`config.mk`:
```
export PLATFORM = sky130hd
export DESIGN_NAME = mult_sched_flat
export DESIGN_NICKNAME = d
export VERILOG_FILES = /design/src/rtl/mult_pkg.sv /design/src/rtl/mult_sched_if.sv /design/src/rtl/mult_dp.sv /design/src/rtl/mult_sched.sv /design/src/flat_wrapper.sv
export SDC_FILE = /design/constraint.sdc
export NUM_CORES = 1
export LEC_CHECK = 0
export CAP_MARGIN = 40
export CORE_MARGIN = 2
export CORE_UTILIZATION = 55
export DETAILED_ROUTE_END_ITERATION = 16
export PLACE_DENSITY = 0.92
export SLEW_MARGIN = 30
export SYNTH_ARGS = -nofsm -noshare
export SYNTH_HDL_FRONTEND = slang
export SYNTH_SLANG_ARGS = --single-unit
export TNS_END_PERCENT = 20
```
`constraint.sdc`:
```
create_clock -name clk -period 5.52 [get_ports clk]
set_input_delay 0.552 -clock clk [delete_from_list [all_inputs] [get_ports clk]]
set_output_delay 0.552 -clock clk [all_outputs]
set_load 0.01 [all_outputs]
```
`src/rtl/mult_pkg.sv`:
```
// mult_pkg: shared FSM type, default operand width and elaboration helpers.
package mult_pkg;
  typedef enum logic [1:0] {IDLE, RUN, DONE} state_t;
  localparam int MULT_W = 16;
  function automatic int clog2(input int v);
    int r;
    r = 0;
    while ((1 << r) < v) r++;
    return r;
  endfunction
endpackage

```
`src/rtl/mult_sched_if.sv`:
```
// mult_sched_if: requester handshake and shared, ID-tagged result bus.
interface mult_sched_if import mult_pkg::*; #(parameter int W = MULT_W, parameter int N = 2, parameter int IDW = 1);
  logic [N-1:0]   req;
  logic [N*W-1:0] a_in;
  logic [N*W-1:0] b_in;
  logic [N-1:0]   ack;
  logic           busy;
  logic           done;
  logic [IDW-1:0] done_id;
  logic [2*W-1:0] prod;
  modport master (output req, a_in, b_in, input ack, busy, done, done_id, prod);
  modport slave (input req, a_in, b_in, output ack, busy, done, done_id, prod);
endinterface

```
`src/rtl/mult_dp.sv`:
```
// mult_dp: shift-add multiplier datapath; one partial-product step per cycle.
module mult_dp import mult_pkg::*; #(parameter int W = MULT_W) (
  input  logic           clk,
  input  logic           rst,
  input  logic           load,
  input  logic           zero,
  input  logic           step,
  input  logic [W-1:0]   a,
  input  logic [W-1:0]   b,
  output logic [2*W-1:0] p
);
  logic [W-1:0] a_r;
  logic [W:0]   sum;
  // Carry bit of the upper-half add shifts straight into the product MSB.
  assign sum = {1'b0, p[2*W-1:W]} + (p[0] ? {1'b0, a_r} : '0);
  always_ff @(posedge clk or posedge rst)
    if (rst) begin
      a_r <= '0;
      p   <= '0;
    end else if (load) begin
      a_r <= a;
      p   <= zero ? '0 : {{W{1'b0}}, b};
    end else if (step) begin
      p <= {sum, p[W-1:1]};
    end
endmodule

```
`src/rtl/mult_sched.sv`:
```
// mult_sched: round-robin arbiter sharing one shift-add multiplier between N requesters.
module mult_sched import mult_pkg::*; #(parameter int W = MULT_W, parameter int N = 2, parameter int IDW = 1) (
  input logic        clk,
  input logic        rst,
  mult_sched_if.slave bus
);
  localparam int CW = clog2(W);
  localparam int SW = IDW + 1;
  if (IDW != clog2(N)) begin : g_idw_check
    $error("IDW must equal clog2(N)");
  end
  state_t         state;
  logic [CW-1:0]  count;
  logic [IDW-1:0] rr_ptr, cur_id, win, idx;
  logic [SW-1:0]  pos;
  logic [N-1:0]   ack_r;
  logic           done_r;
  logic [IDW-1:0] done_id_r;
  logic [2*W-1:0] prod_r, p;
  logic [W-1:0]   a_arr [N];
  logic [W-1:0]   b_arr [N];
  logic           load, zero;
  for (genvar i = 0; i < N; i++) begin : g_unpack
    assign a_arr[i] = bus.a_in[i*W +: W];
    assign b_arr[i] = bus.b_in[i*W +: W];
  end
  // Scan backwards so the requester closest to rr_ptr is the last one written.
  always_comb begin
    win = rr_ptr;
    idx = '0;
    pos = '0;
    for (int k = N - 1; k >= 0; k--) begin
      pos = {1'b0, rr_ptr} + SW'(k);
      idx = pos >= SW'(N) ? IDW'(pos - SW'(N)) : pos[IDW-1:0];
      if (bus.req[idx]) win = idx;
    end
  end
  assign load = state == IDLE && |bus.req;
  assign zero = a_arr[win] == '0 || b_arr[win] == '0;
  mult_dp #(.W(W)) u_dp (
    .clk (clk),
    .rst (rst),
    .load(load),
    .zero(zero),
    .step(state == RUN),
    .a   (a_arr[win]),
    .b   (b_arr[win]),
    .p   (p)
  );
  always_ff @(posedge clk or posedge rst)
    if (rst) begin
      state     <= IDLE;
      count     <= '0;
      rr_ptr    <= '0;
      cur_id    <= '0;
      ack_r     <= '0;
      done_r    <= 1'b0;
      done_id_r <= '0;
      prod_r    <= '0;
    end else begin
      ack_r  <= '0;
      done_r <= 1'b0;
      case (state)
        IDLE: if (load) begin
          ack_r  <= N'(1) << win;
          cur_id <= win;
          count  <= CW'(W - 1);
          state  <= zero ? DONE : RUN;
        end
        RUN: begin
          count <= count - 1'b1;
          if (count == '0) state <= DONE;
        end
        DONE: begin
          done_r    <= 1'b1;
          done_id_r <= cur_id;
          prod_r    <= p;
          rr_ptr    <= cur_id == IDW'(N - 1) ? '0 : cur_id + 1'b1;
          state     <= IDLE;
        end
        default: state <= IDLE;
      endcase
    end
  assign bus.ack     = ack_r;
  assign bus.busy    = state != IDLE;
  assign bus.done    = done_r;
  assign bus.done_id = done_id_r;
  assign bus.prod    = prod_r;
endmodule

```
`src/flat_wrapper.sv`:
```
// flat-port wrapper written by rule: the top's interface ports become plain ports
module mult_sched_flat import mult_pkg::*;
#(parameter int W = MULT_W, parameter int N = 2, parameter int IDW = 1)
  (clk, rst, bus_req, bus_a_in, bus_b_in, bus_ack, bus_busy, bus_done, bus_done_id, bus_prod);
  mult_sched_if #(.W(W), .N(N), .IDW(IDW)) bus_i ();
  input logic clk;
  input logic rst;
  input wire logic [$bits(bus_i.req)-1:0] bus_req;
  input wire logic [$bits(bus_i.a_in)-1:0] bus_a_in;
  input wire logic [$bits(bus_i.b_in)-1:0] bus_b_in;
  output wire logic [$bits(bus_i.ack)-1:0] bus_ack;
  output wire logic [$bits(bus_i.busy)-1:0] bus_busy;
  output wire logic [$bits(bus_i.done)-1:0] bus_done;
  output wire logic [$bits(bus_i.done_id)-1:0] bus_done_id;
  output wire logic [$bits(bus_i.prod)-1:0] bus_prod;
  assign bus_i.req = bus_req;
  assign bus_i.a_in = bus_a_in;
  assign bus_i.b_in = bus_b_in;
  assign bus_ack = bus_i.ack;
  assign bus_busy = bus_i.busy;
  assign bus_done = bus_i.done;
  assign bus_done_id = bus_i.done_id;
  assign bus_prod = bus_i.prod;
  mult_sched #(.W(W), .N(N), .IDW(IDW)) u_core (.clk(clk), .rst(rst), .bus(bus_i));
endmodule
```
==> metrics.yaml, run 1 <==
hold_class: "in -> async"
netSwitchingPower_mw: 1.29
r2r_start: "u_core.u_dp.p[0]$_DFFE_PP0P_"
ctsResizeCount: 0
yosysUniqueCellTypes: 49
rrSetupSlack_ns: 2.44
worstPathCellList: "clkdlybuf4s50_1, maj3_2, buf_12, mux2i_1, nand4_1, o21ai_2, o22ai_1"
drc: 0
design.die.area_um2: 9430
powerDensity_nw_per_um2: 519
rsz0062_at_grt: "no"
synth_area_leaders: "dfrtp_1 48%, nand2_1 9.8%, mux2i_1 6.9%"
p_int_mw: 1.89
syn-instance-count: 521
vias: 4412
wl_per_cell_um: 17.6
cts_tree: "built"
post-route-min-period_ns: 3.14
area_delta_synth_final_pct: 28.5
fin_crit_sh_pct: 56.8
routed_wl_um: 12800
core_area_um2: 8300
fin_cells: 728
arrival_ns: 3.36
p_leak_nw: 2.76
cts_setup_buffers: 0
via_per_inst: 6.06
ant_nets: 0
gr-total-overflow: 0
antenna_found_initial: 0
grt_pass1_vias: 4262
max_cap_violations: 0
max_freq_mhz: 319
cp_max_fo: 24
htreeDepth: 3
yosysMostFrequentCell: "nand2_1"
synth_warnings: 0
dp_cells: 711
fin_ws_ns: 2.38
hpwl_um: 9010
synth_nets: 607
power_frac_seq_pct: 37.2
cts_inserted_buffers: 9
ir_drop_mv: 0.228
drt_iter0_drc: 369
drtPass1Iterations: 5
r2r_end: "u_core.u_dp.p[29]$_DFFE_PP0P_"
pin_count: 105
synth_top_cell_area_share_pct: 48.3
cts_sinks: 92
final-setup-viol-count: 0
rows: 33
nets: 704
crit_type: "in -> reg"
yosys-top-cells-count: "125 x nand2_1, 92 x dfrtp_1, 39 x o21ai_0, 33 x mux2i_1, 27 x a21oi_1"
final_hold_viol_count: 0
synth_area_um2: 4770
grt_pass1_wl_um: 21100
synth_async_sr_flop_share_pct: 100
skew_ns: 0.0108
synth.avg_cell_area_um2: 9.15
clk_latency_ns: 0.36
final_cell_area_um2: 6130
end_kind: "register"
ys_seq_area_share_pct: 48.3
initial_core_util_pct: 57.5
power_mw: 3.18
fp.dieW_um: 97.1
io_buffers: 104
synth_seq_cells: 92
antenna_cells: 0
crit_slowest_cell: "o21ai_2"
yosysTopAreaCell: "dfrtp_1"
worstRegToRegCells: 10
grt_max_degree: 61
clk_transition_reported_paths_ns: 0.10
die_h_um: 97.1
holdWs_ns: 0.369
grt_usage_pct: 27.5
maxSlewHeadroom_pct: 47.1
synth_edf_count: 0
dpl_cell_area_um2: 5910
sw_frac_of_total_pct: 40.6
pwr-share-clk_pct: 14.5
fin_tns_setup_ns: 0
root_buffer: "clkbuf_8"
place.gp.congestion: 0.899
max_slew.worst_pin.slew_ns: 0.793
clock_path_buffers: 2
status: "completed"
final_util_pct: 73.8
critPathLaunchType: "input port"
place_ws_ns: 2.13
maxSlewViolCount: 0
cts_hold_buf: 0
crit_path_max_incr_delay_ns: 0.67
power_frac_comb_pct: 48.3
critPathRequiredTime_ns: 5.74
drive_gt1_share_pct: 5.14
synthFlopType: "dfrtp_1"
==> placed cells by master, fill, tap and decap left out, drive strengths merged, types with 2 or more instances in the layout <==
cell	Yosys	final
nand2	125	125
clkdlybuf4s50	0	104
dfrtp	92	92
o21ai	41	41
mux2i	33	33
a21oi	27	27
nor2	26	26
ha	17	17
o22ai	16	16
and2	15	15
nand3	12	12
inv	11	12
nor4	9	9
clkbuf	21	9
xor2	8	8
buf	5	8
nor3	7	7
nand2b	5	5
o211ai	5	5
clkinv	1	5
a211oi	4	4
xnor2	4	4
nand4	3	3
a31oi	3	3
nor2b	3	3
a21o	3	3
a32o	3	3
a22oi	2	2
a41oi	2	2
a21boi	2	2
==> per-layer routing <==
layer  part of all wire, %  vias up  wire, µm  GRT usage (%)
li1                      -     2013         -              -
met1                    40     2117      5080           35.2
met2                    50      246      6440           47.0
met3                   6.8       36       872           3.74
met4                   3.1        0       396           11.7
met5                     0        -         0              0
==> power by group through the flow <==
| stage | registers [mW] | clock network (mW) | logic, mW |
|---|---|---|---|
| after floorplan | 1.16 | 0 | 0.977 |
| after global placement | 1.16 | 0 | 1.40 |
| after detailed placement | 1.18 | 0 | 1.48 |
| after CTS | 1.17 | 0.461 | 1.51 |
| after global routing | 1.21 | 0.498 | 1.69 |
| final | 1.18 | 0.462 | 1.53 |
==> how the worst max path moves through the flow <==
| stage | from | to | slack (ns) | cells after the start |
|---|---|---|---|---|
| 2_1_floorplan | rst | u_core.bus.ack[0]$_DFF_PP0_ | 2.58 | 1 |
| 3_3_place_gp | bus_req[1] | u_core.u_dp.p[13]$_DFFE_PP0P_ | 2.09 | 6 |
| 3_5_place_dp | bus_req[1] | u_core.u_dp.p[2]$_DFFE_PP0P_ | 2.13 | 7 |
| 4_1_cts | bus_req[1] | u_core.u_dp.p[11]$_DFFE_PP0P_ | 2.47 | 7 |
| 5_1_grt | bus_req[1] | u_core.u_dp.p[13]$_DFFE_PP0P_ | 2.26 | 7 |
| 6_report | bus_req[1] | u_core.u_dp.p[11]$_DFFE_PP0P_ | 2.38 | 7 |
==> cells by family after synthesis <==
kind of cell    Yosys count  synth area share (%)
simple gates            211                  19.4
compound gates          115                  14.5
flops                    92                  48.3
buf+inv                  38                  3.38
mux                      34                  7.16
fa+ha+maj                19                  5.12
xor+xnor                 12                  2.20
==> worst max-delay path: cells and delay by family <==
| kind | cells | cell delay [ns] |
|---|---|---|
| AO/OA/AOI/OAI | 2 | 0.88 |
| buffers and inverters | 2 | 0.85 |
| adder cells (fa/ha/maj) | 1 | 0.56 |
| multiplexers | 1 | 0.29 |
| AND/OR/NAND/NOR | 1 | 0.18 |
==> layout make-up <==
class | instances | area (µm²)
repair buffers | 112 | 1130
flip-flops and latches | 92 | 2300
fillers | 571 | 2170
well taps | 105 | 131
clock buffers | 9 | 124
clock inverters | 7 | 73.8
inverters | 12 | 46.3
multi-input cells | 391 | 2320
==> state kept, by name (all words and copies together) (netlist names) <==
| register | cells |
|---|---|
| u_core.cur_id | 1 |
| u_core.u_dp.p | 32 |
| u_core.u_dp.a_r | 16 |
| u_core.state | 2 |
| u_core.bus.prod | 32 |
| u_core.bus.ack | 2 |
| u_core.rr_ptr | 1 |
| u_core.count | 4 |
| u_core.bus.done | 1 |
| u_core.bus.done_id | 1 |
Note: power is estimated with default switching activity, not from simulation.
==> inputs of run 2 (changes only) <==
CORE_UTILIZATION = 46   (was 55)
PLACE_DENSITY = 0.83   (was 0.92)
clock period = 2.7 ns   (was 5.52 ns; I/O delays follow)
==> metrics.yaml, run 2 (synthesized netlist as in run 1, its figures left out) <==
status: "completed"
grt_pass1_wl_um: 19700
drt_iter0_drc: 293
nets: 714
max_freq_mhz: 386
ant_nets: 0
die_h_um: 106
clk_latency_ns: 0.37
rsz0062_at_grt: "no"
area_delta_synth_final_pct: 31.8
final_cell_mix: "125 x nand2_1, 104 x clkdlybuf4s50_1, 91 x dfrtp_1, 38 x o21ai_0, 33 x mux2i_1"
io_buffers: 104
place.gp.congestion: 0.887
design.die.area_um2: 11200
drtPass1Iterations: 5
critPathRequiredTime_ns: 2.94
maxSlewHeadroom_pct: 52.4
htreeDepth: 3
grt_pass1_vias: 4137
netSwitchingPower_mw: 2.59
crit_path_max_incr_delay_ns: 0.48
rows: 37
gr-total-overflow: 0
wl_per_cell_um: 15.6
crit_start: "u_core.u_dp.p[0]$_DFFE_PP0P_"
pin_count: 105
final_cell_area_um2: 6280
pwr-share-clk_pct: 15.7
critPathLaunchType: "register"
cts_tree: "built"
final-setup-viol-count: 0
post-route-min-period_ns: 2.59
vias: 4265
ir_drop_mv: 0.392
maxSlewViolCount: 0
p_int_mw: 4.05
sw_frac_of_total_pct: 39.0
worstPathCellList: "nand2_1, inv_1, ha_1, a211oi_1, o21ai_0, a21bo_2, a41oi_1, xor2_1, o21ai_0"
hold_class: "in -> async"
dpl_cell_area_um2: 6010
crit_slowest_cell: "a211oi_1"
end_kind: "register"
powerDensity_nw_per_um2: 1060
place_ws_ns: 0.0145
clock_path_buffers: 2
fp.dieW_um: 106
fin_ws_ns: 0.107
p_leak_nw: 2.82
cp_max_fo: 6
drive_gt1_share_pct: 7.11
arrival_ns: 2.84
routed_wl_um: 12000
skew_ns: 0.0103
drc: 0
power_mw: 6.63
fin_crit_sh_pct: 96.0
via_per_inst: 5.55
crit_type: "reg -> reg"
hpwl_um: 8960
power_frac_seq_pct: 36.0
r2r_start: "u_core.u_dp.p[0]$_DFFE_PP0P_"
layout.cells.most_common: "nand2_1"
cts_inserted_buffers: 9
grt_max_degree: 55
core_area_um2: 10200
max_cap_violations: 0
antenna_found_initial: 0
max_slew.worst_pin.slew_ns: 0.714
cts_sinks: 92
fin_tns_setup_ns: 0
final_util_pct: 61.7
grt_usage_pct: 21.9
clk_transition_reported_paths_ns: 0.09
initial_core_util_pct: 46.8
root_buffer: "clkbuf_8"
antenna_cells: 0
power_frac_comb_pct: 48.3
cpMostUsedCell: "o21ai_0"
final_hold_viol_count: 0
==> run 2: cell count changes in the layout (fill, tap and decap cells not counted), sizes merged <==
cell / before / now
inv: 12 / 11
clkbuf: 9 / 11
clkinv: 5 / 2
dlymetal6s2s: 0 / 1
clkinvlp: 1 / 2
bufinv: 1 / 2
buf: 8 / 17
==> run 2: path summary, 6_finish.rpt <==
check | to | slack (ns) | cells past startpoint
worst max-delay path | u_core.u_dp.p[30]$_DFFE_PP0P_ | 0.11 | 9
worst min-delay path | u_core.bus.ack[1]$_DFF_PP0_ | 0.29 | 2
worst max register to register | u_core.u_dp.p[30]$_DFFE_PP0P_ | 0.11 | 9
worst min register to register | u_core.u_dp.a_r[10]$_DFFE_PP0P_ | 0.48 | 2
max in group asynchronous | u_core.u_dp.a_r[10]$_DFFE_PP0P_ | 1.70 | 3
min in group clk | u_core.u_dp.a_r[10]$_DFFE_PP0P_ | 0.48 | 2
==> run 2: through the flow <==
step / hold WS (ns) / instances
global placement: 0.458 / 749
finish: 0.290 / 769
detailed placement: 0.464 / 749
floorplan: 0.373 / 521
CTS: 0.310 / 765
global route: 0.358 / 769
==> run 2: repair_timing <==
item                       in CTS  in global routing
setup buffers                   0                  4
cloned                          0                  0
hold buffers                    0                  0
setup endpoints to repair       1                  3
pin swaps                       0                  3
resized for setup               1                  5
==> run 2: power by group through the flow <==
stage	logic, mW	clock network [mW]	registers [mW]
floorplan	2.00	0	2.37
global placement	2.94	0	2.38
detailed placement	3.09	0	2.40
CTS	3.11	1.05	2.38
global route	3.54	1.11	2.46
finish	3.20	1.04	2.39
==> run 2: final cells by class <==
class / instances / area (µm²)
clock inverters: 5 / 83.8
multi-input cells: 391 / 2330
fillers: 826 / 3900
well taps: 136 / 170
repair buffers: 122 / 1210
flip-flops and latches: 92 / 2300
inverters: 12 / 46.3
clock buffers: 11 / 141
==> run 2: critical path: cells and delay by family (launching register included) <==
kind            cells  cell delay (ns)
flops               1             0.44
fa+ha+maj           1             0.29
compound gates      5             1.37
xor+xnor            1             0.17
simple gates        1             0.12
buf+inv             1             0.07
==> run 2: per-layer routing <==
layer  up-vias  GRT usage (%)  part of all wire (%)
met3        20           3.15                   5.1
met1      2049           30.4                    45
met5         -              0                     0
met4         0           9.12                   1.8
met2       158           34.6                    48
li1       2038              -                     -
==> inputs of run 3 (changes only) <==
CELL_PAD_IN_SITES_DETAIL_PLACEMENT = 0   (was unset)
CELL_PAD_IN_SITES_GLOBAL_PLACEMENT = 2   (was unset)
CORE_UTILIZATION = 28   (was 46)
==> metrics.yaml, run 3 (synthesized netlist as in run 1, its figures left out) <==
cp_max_fo: 12
grt_pass1_vias: 4113
ant_nets: 0
holdWs_ns: 0.230
routed_wl_um: 13200
critPathBufInv: 1
gr-total-overflow: 0
rows: 47
grt_pass1_wl_um: 21800
cts_hold_buf: 0
dp_cells: 833
fin_cells: 848
crit_path_max_incr_delay_ns: 0.43
clock_path_buffers: 2
worstPathCellList: "buf_4, and2_1, ha_1, a21o_1, a21oi_2, a21boi_1, a311oi_2, or3_1, a32o_1"
rsz0062_at_grt: "no"
die_h_um: 134
dpl_cell_area_um2: 6110
hold_class: "in -> async"
fin_ws_ns: 0.216
drc: 0
place.gp.congestion: 0.809
fin_crit_sh_pct: 92.0
final_hold_viol_count: 0
pin_count: 105
vias: 4025
nets: 710
io_buffers: 104
arrival_ns: 2.71
core_area_um2: 16600
fin_tns_setup_ns: 0
grt_max_degree: 36
power_mw: 6.74
skew_ns: 0.00580
crit_family: "compound AO/OA/AOI/OAI gates"
critPathLaunchType: "register"
crit_slowest_cell: "dfrtp_2"
clk_latency_ns: 0.34
cts_sinks: 92
powerDensity_nw_per_um2: 1050
drt_iter0_drc: 214
ir_drop_mv: 0.378
via_per_inst: 4.75
end_kind: "register"
max_slew.worst_pin.slew_ns: 0.714
max_freq_mhz: 403
grt_usage_pct: 15.1
layout.cells.most_common: "nand2_1"
critPathRequiredTime_ns: 2.93
drtPass1Iterations: 4
hpwl_um: 10200
cts_inserted_buffers: 9
cts_tree: "built"
drive_gt1_share_pct: 6.37
final-setup-viol-count: 0
root_buffer: "clkbuf_16"
antenna_found_initial: 0
initial_core_util_pct: 28.7
htreeDepth: 3
status: "completed"
place_ws_ns: 0.0866
antenna_cells: 0
maxSlewHeadroom_pct: 52.2
fp.dieW_um: 134
final_util_pct: 38.4
design.die.area_um2: 18100
final_cell_mix: "125 x nand2_1, 104 x clkdlybuf4s50_1, 91 x dfrtp_1, 37 x o21ai_0, 33 x mux2i_1"
max_cap_violations: 0
post-route-min-period_ns: 2.48
crit_type: "reg -> reg"
final_cell_area_um2: 6400
maxSlewViolCount: 0
wl_per_cell_um: 15.6
p_leak_nw: 2.82
area_delta_synth_final_pct: 34.2
clk_transition_reported_paths_ns: 0.07
-- run 3: metal layers --
metal	track usage [%]	up-vias	part of all wire [%]
met3	3.12	11	4.7
met2	23.6	93	45
met4	3.39	0	1.1
met1	21.6	1889	50
li1	-	2032	-
met5	0	-	0
-- run 3: final timing paths --
path                                                 start                               to  slack, ns  depth (start not counted)
setup / recovery              u_core.u_dp.p[0]$_DFFE_PP0P_    u_core.u_dp.p[29]$_DFFE_PP0P_       0.22                          9
hold reg to reg            u_core.bus.prod[23]$_DFFE_PP0P_  u_core.bus.prod[23]$_DFFE_PP0P_       0.47                          2
setup reg to reg              u_core.u_dp.p[0]$_DFFE_PP0P_    u_core.u_dp.p[29]$_DFFE_PP0P_       0.22                          9
max in group asynchronous                              rst     u_core.u_dp.p[0]$_DFFE_PP0P_       1.62                          3
min in group clk           u_core.bus.prod[23]$_DFFE_PP0P_  u_core.bus.prod[23]$_DFFE_PP0P_       0.47                          2
hold / removal                                         rst        u_core.bus.done$_DFF_PP0_       0.23                          2
-- run 3: cell type report --
| class | count | area [µm²] |
|---|---|---|
| inverters | 12 | 46.3 |
| well taps | 220 | 275 |
| clock buffers | 11 | 243 |
| multi-input cells | 391 | 2330 |
| clock inverters | 4 | 33.8 |
| flip-flops and latches | 92 | 2300 |
| repair buffers | 118 | 1170 |
| fillers | 1640 | 10200 |
-- run 3: power by group --
part,switching [mW],internal (mW)
clock,0.536,0.653
sequential,0.432,1.97
combinational,1.65,1.49
-- run 3: worst reg2reg max path: cells and delay by family (launching register included) --
family / cells / cell delay, ns
fa+ha+maj: 1 / 0.33
compound gates: 5 / 0.98
buf+inv: 1 / 0.17
simple gates: 2 / 0.47
flops: 1 / 0.43
-- run 3: timing repair --
action / 4_1_cts / 5_1_grt
buffers inserted: 0 / 0
resized for setup: 0 / 7
hold endpoints to repair: 0 / 0
endpoints found under the setup margin: 0 / 4
